===== src/rtl/cntr8_fsm_pkg.sv =====
// Shared types and constants for the cntr8_fsm up/down counter and its bench.
// State codes are fixed; 3'b110 and 3'b111 are unused.
package cntr8_fsm_pkg;

  typedef enum logic [2:0] {
    StIdle = 3'b000,
    StLoad = 3'b001,
    StInc  = 3'b010,
    StInc2 = 3'b011,
    StDec  = 3'b100,
    StDec2 = 3'b101
  } state_t;

  localparam int unsigned CntWidth = 8;

  // Adder b-operands: +1 and two's-complement -1.
  localparam logic [CntWidth-1:0] IncOperand = 8'h01;
  localparam logic [CntWidth-1:0] DecOperand = 8'hFF;

  function automatic logic is_up(input state_t st);
    return (st == StInc) || (st == StInc2);
  endfunction

  function automatic logic is_down(input state_t st);
    return (st == StDec) || (st == StDec2);
  endfunction

endpackage


===== src/rtl/cntr8_fsm_cla8.sv =====
// 8-bit carry-lookahead adder built from two 4-bit lookahead groups
// joined by a second-level group generate/propagate stage.
module cla8 (
  input  logic [7:0] a,
  input  logic [7:0] b,
  input  logic       ci,
  output logic [7:0] s,
  output logic       co
);

  logic [7:0] p;
  logic [7:0] g;
  logic [7:0] c;
  logic [1:0] grp_g;
  logic [1:0] grp_p;
  logic       c4;
  logic       cin;

  always_comb begin
    p = a ^ b;
    g = a & b;

    for (int k = 0; k < 2; k++) begin
      grp_g[k] = g[4*k+3]
               | (p[4*k+3] & g[4*k+2])
               | (p[4*k+3] & p[4*k+2] & g[4*k+1])
               | (p[4*k+3] & p[4*k+2] & p[4*k+1] & g[4*k]);
      grp_p[k] = p[4*k+3] & p[4*k+2] & p[4*k+1] & p[4*k];
    end

    c4 = grp_g[0] | (grp_p[0] & ci);
    co = grp_g[1] | (grp_p[1] & grp_g[0]) | (grp_p[1] & grp_p[0] & ci);

    c   = '0;
    cin = 1'b0;
    for (int k = 0; k < 2; k++) begin
      cin = (k == 0) ? ci : c4;
      c[4*k]   = cin;
      c[4*k+1] = g[4*k] | (p[4*k] & cin);
      c[4*k+2] = g[4*k+1]
               | (p[4*k+1] & g[4*k])
               | (p[4*k+1] & p[4*k] & cin);
      c[4*k+3] = g[4*k+2]
               | (p[4*k+2] & g[4*k+1])
               | (p[4*k+2] & p[4*k+1] & g[4*k])
               | (p[4*k+2] & p[4*k+1] & p[4*k] & cin);
    end

    s = p ^ c;
  end

endmodule


===== src/rtl/cntr8_fsm.sv =====
// Loadable 8-bit up/down counter driven by a small FSM; arithmetic goes through
// a single shared cla8 instance, and all outputs are registered.
module cntr8_fsm
  import cntr8_fsm_pkg::*;
(
  input  logic                clk,
  input  logic                reset,
  input  logic                en,
  input  logic                load,
  input  logic                inc,
  input  logic [CntWidth-1:0] d_in,
  output logic [CntWidth-1:0] o_cnt,
  output logic [2:0]          o_state,
  output logic                o_wrap
);

  state_t              state_q, state_d;
  logic [CntWidth-1:0] cnt_q, cnt_d;
  logic                wrap_q, wrap_d;

  logic [CntWidth-1:0] add_b;
  logic [CntWidth-1:0] add_sum;
  logic                add_co;

  // Illegal codes never match StInc/StDec, so they fall through to a legal state.
  always_comb begin
    state_d = StIdle;
    if (!en) begin
      state_d = StIdle;
    end else if (load) begin
      state_d = StLoad;
    end else if (inc) begin
      state_d = (state_q == StInc) ? StInc2 : StInc;
    end else begin
      state_d = (state_q == StDec) ? StDec2 : StDec;
    end
  end

  // The adder direction follows the next state so count and state move together.
  assign add_b = is_up(state_d) ? IncOperand : DecOperand;

  cla8 u_cla8 (
    .a  (cnt_q),
    .b  (add_b),
    .ci (1'b0),
    .s  (add_sum),
    .co (add_co)
  );

  always_comb begin
    cnt_d  = cnt_q;
    wrap_d = 1'b0;
    case (state_d)
      StLoad: cnt_d = d_in;
      StInc, StInc2: begin
        cnt_d  = add_sum;
        wrap_d = add_co;
      end
      StDec, StDec2: begin
        cnt_d  = add_sum;
        // Adding FF carries out for every operand except 00.
        wrap_d = ~add_co;
      end
      default: cnt_d = cnt_q;
    endcase
  end

  always_ff @(posedge clk) begin
    if (reset) begin
      state_q <= StIdle;
    end else begin
      state_q <= state_d;
    end
  end

  always_ff @(posedge clk) begin
    if (reset) begin
      cnt_q  <= '0;
      wrap_q <= 1'b0;
    end else begin
      cnt_q  <= cnt_d;
      wrap_q <= wrap_d;
    end
  end

  assign o_cnt   = cnt_q;
  assign o_state = state_q;
  assign o_wrap  = wrap_q;

endmodule


===== config.mk =====
export PLATFORM = sky130hd
export DESIGN_NAME = cntr8_fsm
export DESIGN_NICKNAME = d
export VERILOG_FILES = /design/src/rtl/cntr8_fsm_pkg.sv /design/src/rtl/cntr8_fsm_cla8.sv /design/src/rtl/cntr8_fsm.sv
export SDC_FILE = /design/constraint.sdc
export NUM_CORES = 1
export LEC_CHECK = 0
export ABC_AREA = 1
export ABC_CLOCK_PERIOD_IN_PS = 5500
export CORE_MARGIN = 2
export CORE_UTILIZATION = 49
export DETAILED_ROUTE_END_ITERATION = 16
export PLACE_DENSITY = 0.91
export SYNTH_ARGS = -nofsm -noshare
export SYNTH_HDL_FRONTEND = slang
export SYNTH_SLANG_ARGS = --single-unit

===== constraint.sdc =====
create_clock -name clk -period 5.5 [get_ports clk]
set_input_delay 1.1 -clock clk [delete_from_list [all_inputs] [get_ports clk]]
set_output_delay 1.1 -clock clk [all_outputs]
set_load 0.05 [all_outputs]

; Yosys cells after proc, flatten, opt, wreduce, memory -nomap -nowiden
; Cells that the tools add are included.
[op_classes]
muxes = 8
eq_ne = 7
n_bitwise = 45
reduce_logical = 5
[op_table]
columns = operator, n
row1 = $and A1 B1 Y1, 25
row2 = $or A1 B1 Y1, 16
row3 = $pmux W8 S2, 1
row4 = $xor A8 B8 Y8, 2
row5 = $eq A3 B2 Y1 const B, 3
row6 = $eq A3 B3 Y1 const B, 3
row7 = $mux W3, 3
row8 = $and A8 B8 Y8, 1
row9 = $mux W8, 1
row10 = $reduce_or A2 Y1, 2
row11 = $reduce_or A4 Y1, 1
row12 = $eq A3 B1 Y1 const B, 1
row13 = $mux W1, 2
row14 = $pmux W1 S2, 1
row15 = $reduce_bool A2 Y1, 1
row16 = $logic_or A1 B1 Y1, 1
row17 = $not A1 Y1, 1
[totals]
wordCells = 68
regBits = 12
output_inout_bits = 12
input_bits = 13

; Logic depth before layout (Yosys ltp)
; Gate-level depths: netlist of run 1.
[logic_depth]
word_depth = 17
ltp_mapped = 14
mapped_depth_nobuf = 14

; By module
; Synthesis of run 1 repeated with hierarchy kept, for this count alone.
[unflattened]
hier_cells = 148
area_unflattened_um2 = 1027.2
[by_module_without_submodules]
columns = mod, area_each_um2, n_inst, cells_each, seq_area_each_um2
row1 = cntr8_fsm, 583.1, 1, 77, 240.2
row2 = cla8, 444.2, 1, 71, 0.0

; Worst setup path before layout of run 1
; Ideal clock, no wire load.
[synth_path]
kind = input to register
startpoint = input load
endpoint = register cnt_q[4], in the netlist o_cnt[4]
required_time_ns = 5.383
setup_ns = 0.117
stages = 12
n_path_buf = 1
t_arrival_ns = 2.975
slack_ns = 2.408
path_cell_list = clkbuf_8 -> nor2_4 -> nand2_1 -> ha_1 -> or2_0 -> nand2_1 -> nand2_2 -> fa_1 -> nand2_1 -> nand3_1 -> o211ai_1 -> inv_1
[synth_via]
elab_chain_len = 12
elab_cells_between_ends = 23
cone_classes = 5 x eq/ne / 4 x mux / 11 x bitwise / 3 x reduce/logical
[synth_lines]
columns = item, line_no
row1 = start: declaration, cntr8_fsm.sv:9  ; input logic load,
row2 = $mux W3 *, cntr8_fsm.sv:30  ; end else if (load) begin
row3 = $mux W3 *, cntr8_fsm.sv:28  ; if (!en) begin
row4 = $eq A3 B2 Y1, "cntr8_fsm_pkg.sv:21, cntr8_fsm.sv:53"
row5 = $logic_or A1 B1 Y1, cntr8_fsm_pkg.sv:21  ; return (st == StInc) || (st == StInc2);
row6 = $mux W8, cntr8_fsm.sv:40  ; assign add_b = is_up(state_d) ? IncOperand : DecOperand;
row7 = $xor A8 B8 Y8 or $and A8 B8 Y8 (tied branches), "cntr8_fsm_cla8.sv:20, cntr8_fsm_cla8.sv:21"
row8 = "$and A1 B1 Y1, on equally long branches", n/a
row9 = "$or A1 B1 Y1, or another cell as far along", cntr8_fsm_cla8.sv:25  ; | (p[4*k+3] & g[4*k+2])
row10 = $or A1 B1 Y1 or $and A1 B1 Y1 (tied branches), "cntr8_fsm_cla8.sv:26, cntr8_fsm_cla8.sv:27"
row11 = $or A1 B1 Y1, cntr8_fsm_cla8.sv:27  ; | (p[4*k+3] & p[4*k+2] & p[4*k+1] & g[4*k]);
row12 = $xor A8 B8 Y8, cntr8_fsm_cla8.sv:49  ; s = p ^ c;
row13 = $pmux W8 S2, cntr8_fsm.sv:53  ; case (state_d)
row14 = end signal: assignment, cntr8_fsm.sv:81  ; cnt_q <= cnt_d;
row15 = end: declaration, cntr8_fsm.sv:18  ; logic [CntWidth-1:0] cnt_q, cnt_d;
; Every way passes the cells marked *; elsewhere a longest branch is shown, timed or not.
; A chain may end at the register's enable or synchronous reset.

; Worst setup path in the final report of run 1
[layout_path]
startpoint = input en
endpoint = register cnt_q[5], in the netlist o_cnt[5]
[layout_via]
elab_chain_len = 13
elab_cells_between_ends = 24
cone_classes = 5 x eq/ne / 3 x mux / 13 x bitwise / 3 x reduce/logical
[layout_lines]
columns = item, line_no
row1 = start: declaration, cntr8_fsm.sv:8  ; input logic en,
row2 = $mux W3 *, cntr8_fsm.sv:28
row3 = $eq A3 B2 Y1, "cntr8_fsm_pkg.sv:21, cntr8_fsm.sv:53"
row4 = $logic_or A1 B1 Y1, cntr8_fsm_pkg.sv:21
row5 = $mux W8, cntr8_fsm.sv:40
row6 = $xor A8 B8 Y8 or $and A8 B8 Y8 (tied branches), "cntr8_fsm_cla8.sv:20, cntr8_fsm_cla8.sv:21"
row7 = "$and A1 B1 Y1, on equally long branches", n/a
row8 = "$or A1 B1 Y1, or another cell as far along", cntr8_fsm_cla8.sv:25
row9 = $or A1 B1 Y1 or $and A1 B1 Y1 (tied branches), "cntr8_fsm_cla8.sv:26, cntr8_fsm_cla8.sv:27"
row10 = $or A1 B1 Y1, cntr8_fsm_cla8.sv:27
row11 = $and A1 B1 Y1, cntr8_fsm_cla8.sv:39  ; c[4*k+1] = g[4*k] | (p[4*k] & cin);
row12 = $or A1 B1 Y1, cntr8_fsm_cla8.sv:39
row13 = $xor A8 B8 Y8, cntr8_fsm_cla8.sv:49
row14 = $pmux W8 S2, cntr8_fsm.sv:53
; Marks and branches as above.

==> results of run 1 <==
-- cells in the final DEF (no fill, tap or decap), types with 2 or more instances in the layout --
cell type,n
xor2_1,2
dfxtp_1,12
nand3_1,12
nor2_1,11
a21oi_2,2
a21oi_1,9
fa_1,2
clkbuf_4,3
nand2_1,28
o21ai_0,3
clkdlybuf4s50_1,24
a31oi_1,2
ha_1,7
inv_1,13
-- synth_stat cells, types with 2 or more instances --
cell type	n
nand2_1	28
inv_1	13
dfxtp_1	12
nand3_1	12
nor2_1	11
a21oi_1	9
ha_1	7
o21ai_0	3
a21oi_2	2
a31oi_1	2
fa_1	2
xor2_1	2
-- per-layer routing --
layer	up-vias	GRT usage	share of wire
li1	448	-	-
met1	416	0.272	0.40
met2	49	0.378	0.50
met3	14	0.0516	0.051
met4	0	0.149	0.048
met5	-	0	0
-- final timing paths --
check                           startpoint       end  slack, ps  cells after the start
worst max-delay path                    en  o_cnt[5]       1750                     12
worst min-delay path              o_cnt[3]  o_cnt[3]        500                      2
worst max register to register    o_cnt[3]  o_cnt[5]       3560                      8
worst min register to register    o_cnt[3]  o_cnt[3]        500                      2
-- kinds of logic (layout without fill, tap and decap cells) --
kind of cell | after synthesis | in the layout | share of synthesized area
simple gates | 60 | 60 | 0.312
flops | 12 | 12 | 0.279
xor+xnor | 3 | 3 | 0.0306
fa+ha+maj | 9 | 9 | 0.148
buf+inv | 17 | 42 | 0.0917
compound gates | 20 | 20 | 0.138
-- sequential cells by signal, indices dropped and copies added, names as in the netlist --
signal and cells:
o_wrap 1, o_state 3, o_cnt 8
-- worst reg2reg max path, stage by stage (launching register included) --
cell and delay, ps:
dfxtp_1 330, ha_1 330, or2_0 230, nand2_1 80, nand2_2 80, fa_1 380, xor2_1 160, nand2_1 80
a31oi_1 180
-- per-stage QoR --
step                utilization  area (um2)  std cells  hold slack, ps  setup WS (ps)
finish                    0.670        1130        163             499           1750
global route              0.670        1130        163             532           1510
CTS                       0.670        1130        163             503           1770
detailed placement        0.648        1090        159             491           1510
global placement          0.648        1090        159             481           1650
floorplan                     -         860        121             699           2410
-- where the power goes --
part	internal [uW]	switching, uW
clock	40.3	31.5
combinational	50.4	78.1
sequential	94.3	6.50
-- cell type report --
cell class	count	area, um2
clock buffers	4	36.3
fillers	140	558
inverters	14	52.6
multi-input cells	92	541
flip-flops and latches	12	240
well taps	17	21.3
repair buffers	24	240
==> results_dict.tcl, run 1 <==
set metrics [dict create \
    cp_common_cell "nand2_1" \
    drc_errors 0 \
    hold_path_class "reg -> reg" \
    ioPinCount 25 \
    cp_num_buf_inv 2 \
    wire_per_inst_um 13.8 \
    cts_hold_buf 0 \
    slowest_stage "clkdlybuf4s50_1" \
    synthFlopType "dfxtp_1" \
    drv_slew 0 \
    setup_tns_ps 0 \
    antenna_found_initial 0 \
    cts_root_buf "clkbuf_4" \
    drtPass1Iterations 5 \
    wl_um 2250 \
    path_class "in -> reg" \
    synth_area_um2 860 \
    critPathCaptureType "flop" \
    synth_top_area_frac 0.279 \
    leakage_uw 0.000524 \
    crit_path_start_kind "input port" \
    grt_max_degree 13 \
    initial_utilization 0.509 \
    required_ps 5690 \
    drtAntennaViolNets 0 \
    rsz0062_at_grt "false" \
    antennaDiodeCount 0 \
    synth_area_leaders "dfxtp_1 28%, nand2_1 12%, ha_1 10%" \
    critPathTopFamily "simple AND/OR/NAND/NOR gates" \
    coreArea_um2 1690 \
    power.density_nw_per_um2 266 \
    synthCells 121 \
    cts.clk_slew.worst_paths_ps 80 \
    avgSynthCellArea_um2 7.10 \
    ir_drop_uv 165 \
    max_cap_violations 0 \
    clk_latency_ps 280 \
    rows 15 \
    finalPower_uw 301 \
    drive_gt1_frac 0.0685 \
    maxSlewHeadroom 0.649 \
    cts_buffer_depth 2 \
    synth_edf_count 0 \
    drt-initial-drc-count 30 \
    io_buffers 24 \
    hold_violations 0 \
    async_reset_ff_frac 0 \
    synth_largest_area_cell "dfxtp_1" \
    cts_max_level 1 \
    yosys.cell_types.count 30 \
    critPathMaxFanout 12 \
    cp_data_arrival_time_ps 3940 \
    worstPathCellList "clkdlybuf4s50_1, inv_2, nor2_4, nand2_1, ha_1, or2_0, nand2_1, nand2_2, fa_1, xor2_1, nand2_1, a31oi_1" \
    cts-resized-gates 0 \
    track_usage 0.233 \
    grt_first_pass_wirelength_um 3520 \
    cts_setup_buffers 0 \
    die_h_um 45.9 \
    dieArea_um2 2110 \
    ys_ff_latch 12 \
    tightest_slew_ps 525 \
    grt_pass1_vias 845 \
    nets 169 \
    clkSinkCount 12 \
    period_minus_slack_ps 3750 \
    viasPerCell 5.69 \
    period_share 0.682 \
    yosysWarnings 0 \
    cts_buffers 3 \
    chipWidth_um 45.9 \
    area_delta_synth_final_pct 31.6 \
    finClkSkew_ps 0.620 \
    place_congestion 0.854 \
    hpwlAfterDp_um 1700 \
    syn_nets 143 \
    slowest_delay_ps 600 \
    grt_overflow_total 0 \
    setup_viol 0 \
    via_count 927 \
    status "finished clean" \
    ys_seq_area_frac 0.279 \
    clock.fmax_ghz 0.267 \
    cts_tree "built" \
]
Note: power is estimated with default switching activity, not from simulation.
==> run 2, diff against run 1 <==
--- a/config.mk
+++ b/config.mk
@@ -6,11 +6,11 @@
 export NUM_CORES = 1
 export LEC_CHECK = 0
 export ABC_AREA = 1
-export ABC_CLOCK_PERIOD_IN_PS = 5500
+export ABC_CLOCK_PERIOD_IN_PS = 3900
 export CORE_MARGIN = 2
-export CORE_UTILIZATION = 49
+export CORE_UTILIZATION = 46
 export DETAILED_ROUTE_END_ITERATION = 16
-export PLACE_DENSITY = 0.91
+export PLACE_DENSITY = 0.87
 export SYNTH_ARGS = -nofsm -noshare
 export SYNTH_HDL_FRONTEND = slang
 export SYNTH_SLANG_ARGS = --single-unit
==> constraint.sdc (replaced) <==
create_clock -name clk -period 3.9 [get_ports clk]
set_input_delay 0.78 -clock clk [delete_from_list [all_inputs] [get_ports clk]]
set_output_delay 0.78 -clock clk [all_outputs]
set_load 0.05 [all_outputs]
==> run 2 against run 1 <==
  * Combinational power up 39%
  * Total power up 40%
  * Core utilization down 1.2 points
  * Clock skew up 5.0 ps
  * Non-clock buffer count up 1
  * Cell count up 5.5%
  * Setup slack worse by 1000 ps
  * Sequential share of layout area down 0.32 points
  * Design area up 1.5%
  * Wire length down 6.8%
  * Critical path depth up 1
  * Count of clock-buffer cells in the layout unchanged
  * Largest cell class unchanged
  * Largest power group unchanged
==> results_dict.tcl, run 2 (synthesis gave the netlist of run 1 again) <==
set metrics [dict create \
    status "finished clean" \
    critPathMaxFanout 12 \
    internal-power_uw 261 \
    power.density_nw_per_um2 368 \
    r2r_start "o_cnt[3]" \
    reg2reg_setup_slack_ps 2020 \
    dieArea_um2 2230 \
    drc_errors 0 \
    clkSinkCount 12 \
    clock.fmax_ghz 0.317 \
    place_congestion 0.919 \
    cts.clk_slew.worst_paths_ps 80 \
    drtAntennaViolNets 0 \
    tightest_slew_ps 510 \
    largest_reg_flops 8 \
    power_frac_seq 0.334 \
    pre_cts_ws_ps 472 \
    io_buffers 24 \
    viasPerCell 5.23 \
    drive_gt1_frac 0.0748 \
    hold_path_end "o_cnt[3]" \
    pwr-share-comb 0.423 \
    switchingPower_uw 162 \
    grt_max_degree 13 \
    cts-resized-gates 0 \
    cp_data_arrival_time_ps 3330 \
    die_h_um 47.2 \
    antenna_found_initial 0 \
    area_delta_synth_final_pct 33.6 \
    cts_hold_buf 0 \
    hp-start "o_cnt[3]" \
    cts_root_buf "clkbuf_4" \
    track_usage 0.206 \
    fin_ws_ps 741 \
    rr_endpoint "o_cnt[4]" \
    period_minus_slack_ps 3160 \
    required_ps 4070 \
    antennaDiodeCount 0 \
    cts_max_level 1 \
    cts_setup_buffers 0 \
    pwr-share-clk 0.243 \
    initial_utilization 0.492 \
    ir_drop_uv 202 \
    maxSlewHeadroom 0.659 \
    period_share 0.810 \
    drt-initial-drc-count 31 \
    setup_viol 0 \
    drtPass1Iterations 4 \
    via_count 899 \
    whs_path_depth 2 \
    coreArea_um2 1750 \
    rows 15 \
    finClkSkew_ps 5.59 \
    grt_first_pass_wirelength_um 3210 \
    critPathCaptureType "flop" \
    cts_tree "built" \
    leakage_uw 0.000528 \
    hold_path_class "reg -> reg" \
    swShare 0.383 \
    setup_tns_ps 0 \
    rsz0062_at_grt "false" \
    ioPinCount 25 \
    r2r_cells 9 \
    hpwlAfterDp_um 1580 \
    fillCellCount 146 \
    drv_slew 0 \
    nets 170 \
    wl_um 2100 \
    cts_buffer_depth 2 \
    path_class "in -> reg" \
    max_cap_violations 0 \
    cts_buffers 3 \
    wire_per_inst_um 12.2 \
    grt_pass1_vias 754 \
    final_common_cell "nand2_1" \
    clk_latency_ps 280 \
    hold_violations 0 \
    mostFrequentLayoutCells "28 x nand2_1, 24 x clkdlybuf4s50_1, 13 x inv_1" \
    chipWidth_um 47.2 \
    grt_overflow_total 0 \
    crit_path_start_kind "input port" \
]
## run 2: changes by cell type in the layout (fill, tap and decap cells not counted)
cell,change
buf_4,+1
## run 2: layout make-up
| cell class | count | area, um2 | share of cell area |
|---|---|---|---|
| multi-input combinational | 92 | 541 | 0.471 |
| inverter | 14 | 52.6 | 0.0458 |
| clock buffer | 4 | 36.3 | 0.0316 |
| timing repair buffer | 25 | 248 | 0.216 |
| tap | 25 | 31.3 | 0.0272 |
| sequential | 12 | 240 | 0.209 |
## run 2: worst max path at each step
stage / startpoint / end / slack [ps]
final: en / o_cnt[4] / 740
after global routing: en / o_cnt[5] / 600
after CTS: en / o_cnt[4] / 760
after detailed placement: en / o_cnt[4] / 470
after global placement: en / o_cnt[4] / 570
after floorplan: load / o_cnt[4] / 1130
## run 2: critical path, cell delays in order
cell             delay, ps
clkdlybuf4s50_1        610
inv_2                  180
nor2_4                 180
nand2_1                140
ha_1                   340
or2_0                  230
nand2_1                 80
nand2_2                 70
fa_1                   440
nand2_1                 80
nand3_1                 70
o211ai_1                90
inv_1                   60
## run 2: through the flow
stage	util	hold slack [ps]	std cells	instance area (um2)	power [uW]
final	0.658	495	172	1150	423
after floorplan	-	699	121	860	271
after global placement	0.637	481	168	1110	318
after detailed placement	0.637	484	168	1110	322
after CTS	0.658	497	172	1150	425
after global routing	0.658	535	172	1150	451
## run 2: metal layers
metal,global-route usage,vias up,wire (um),share of wire
li1,-,451,-,-
met1,0.267,399,950,0.45
met2,0.319,45,980,0.47
met3,0.0346,4,130,0.062
met4,0.122,0,36,0.017
met5,0,-,0,0
## run 2: power by group through the flow
stage,Combinational (uW),Clock [uW],Sequential [uW]
floorplan,92.0,0,179
global route,195,113,143
global placement,173,0,144
CTS,179,105,141
detailed placement,178,0,144
finish,179,103,141
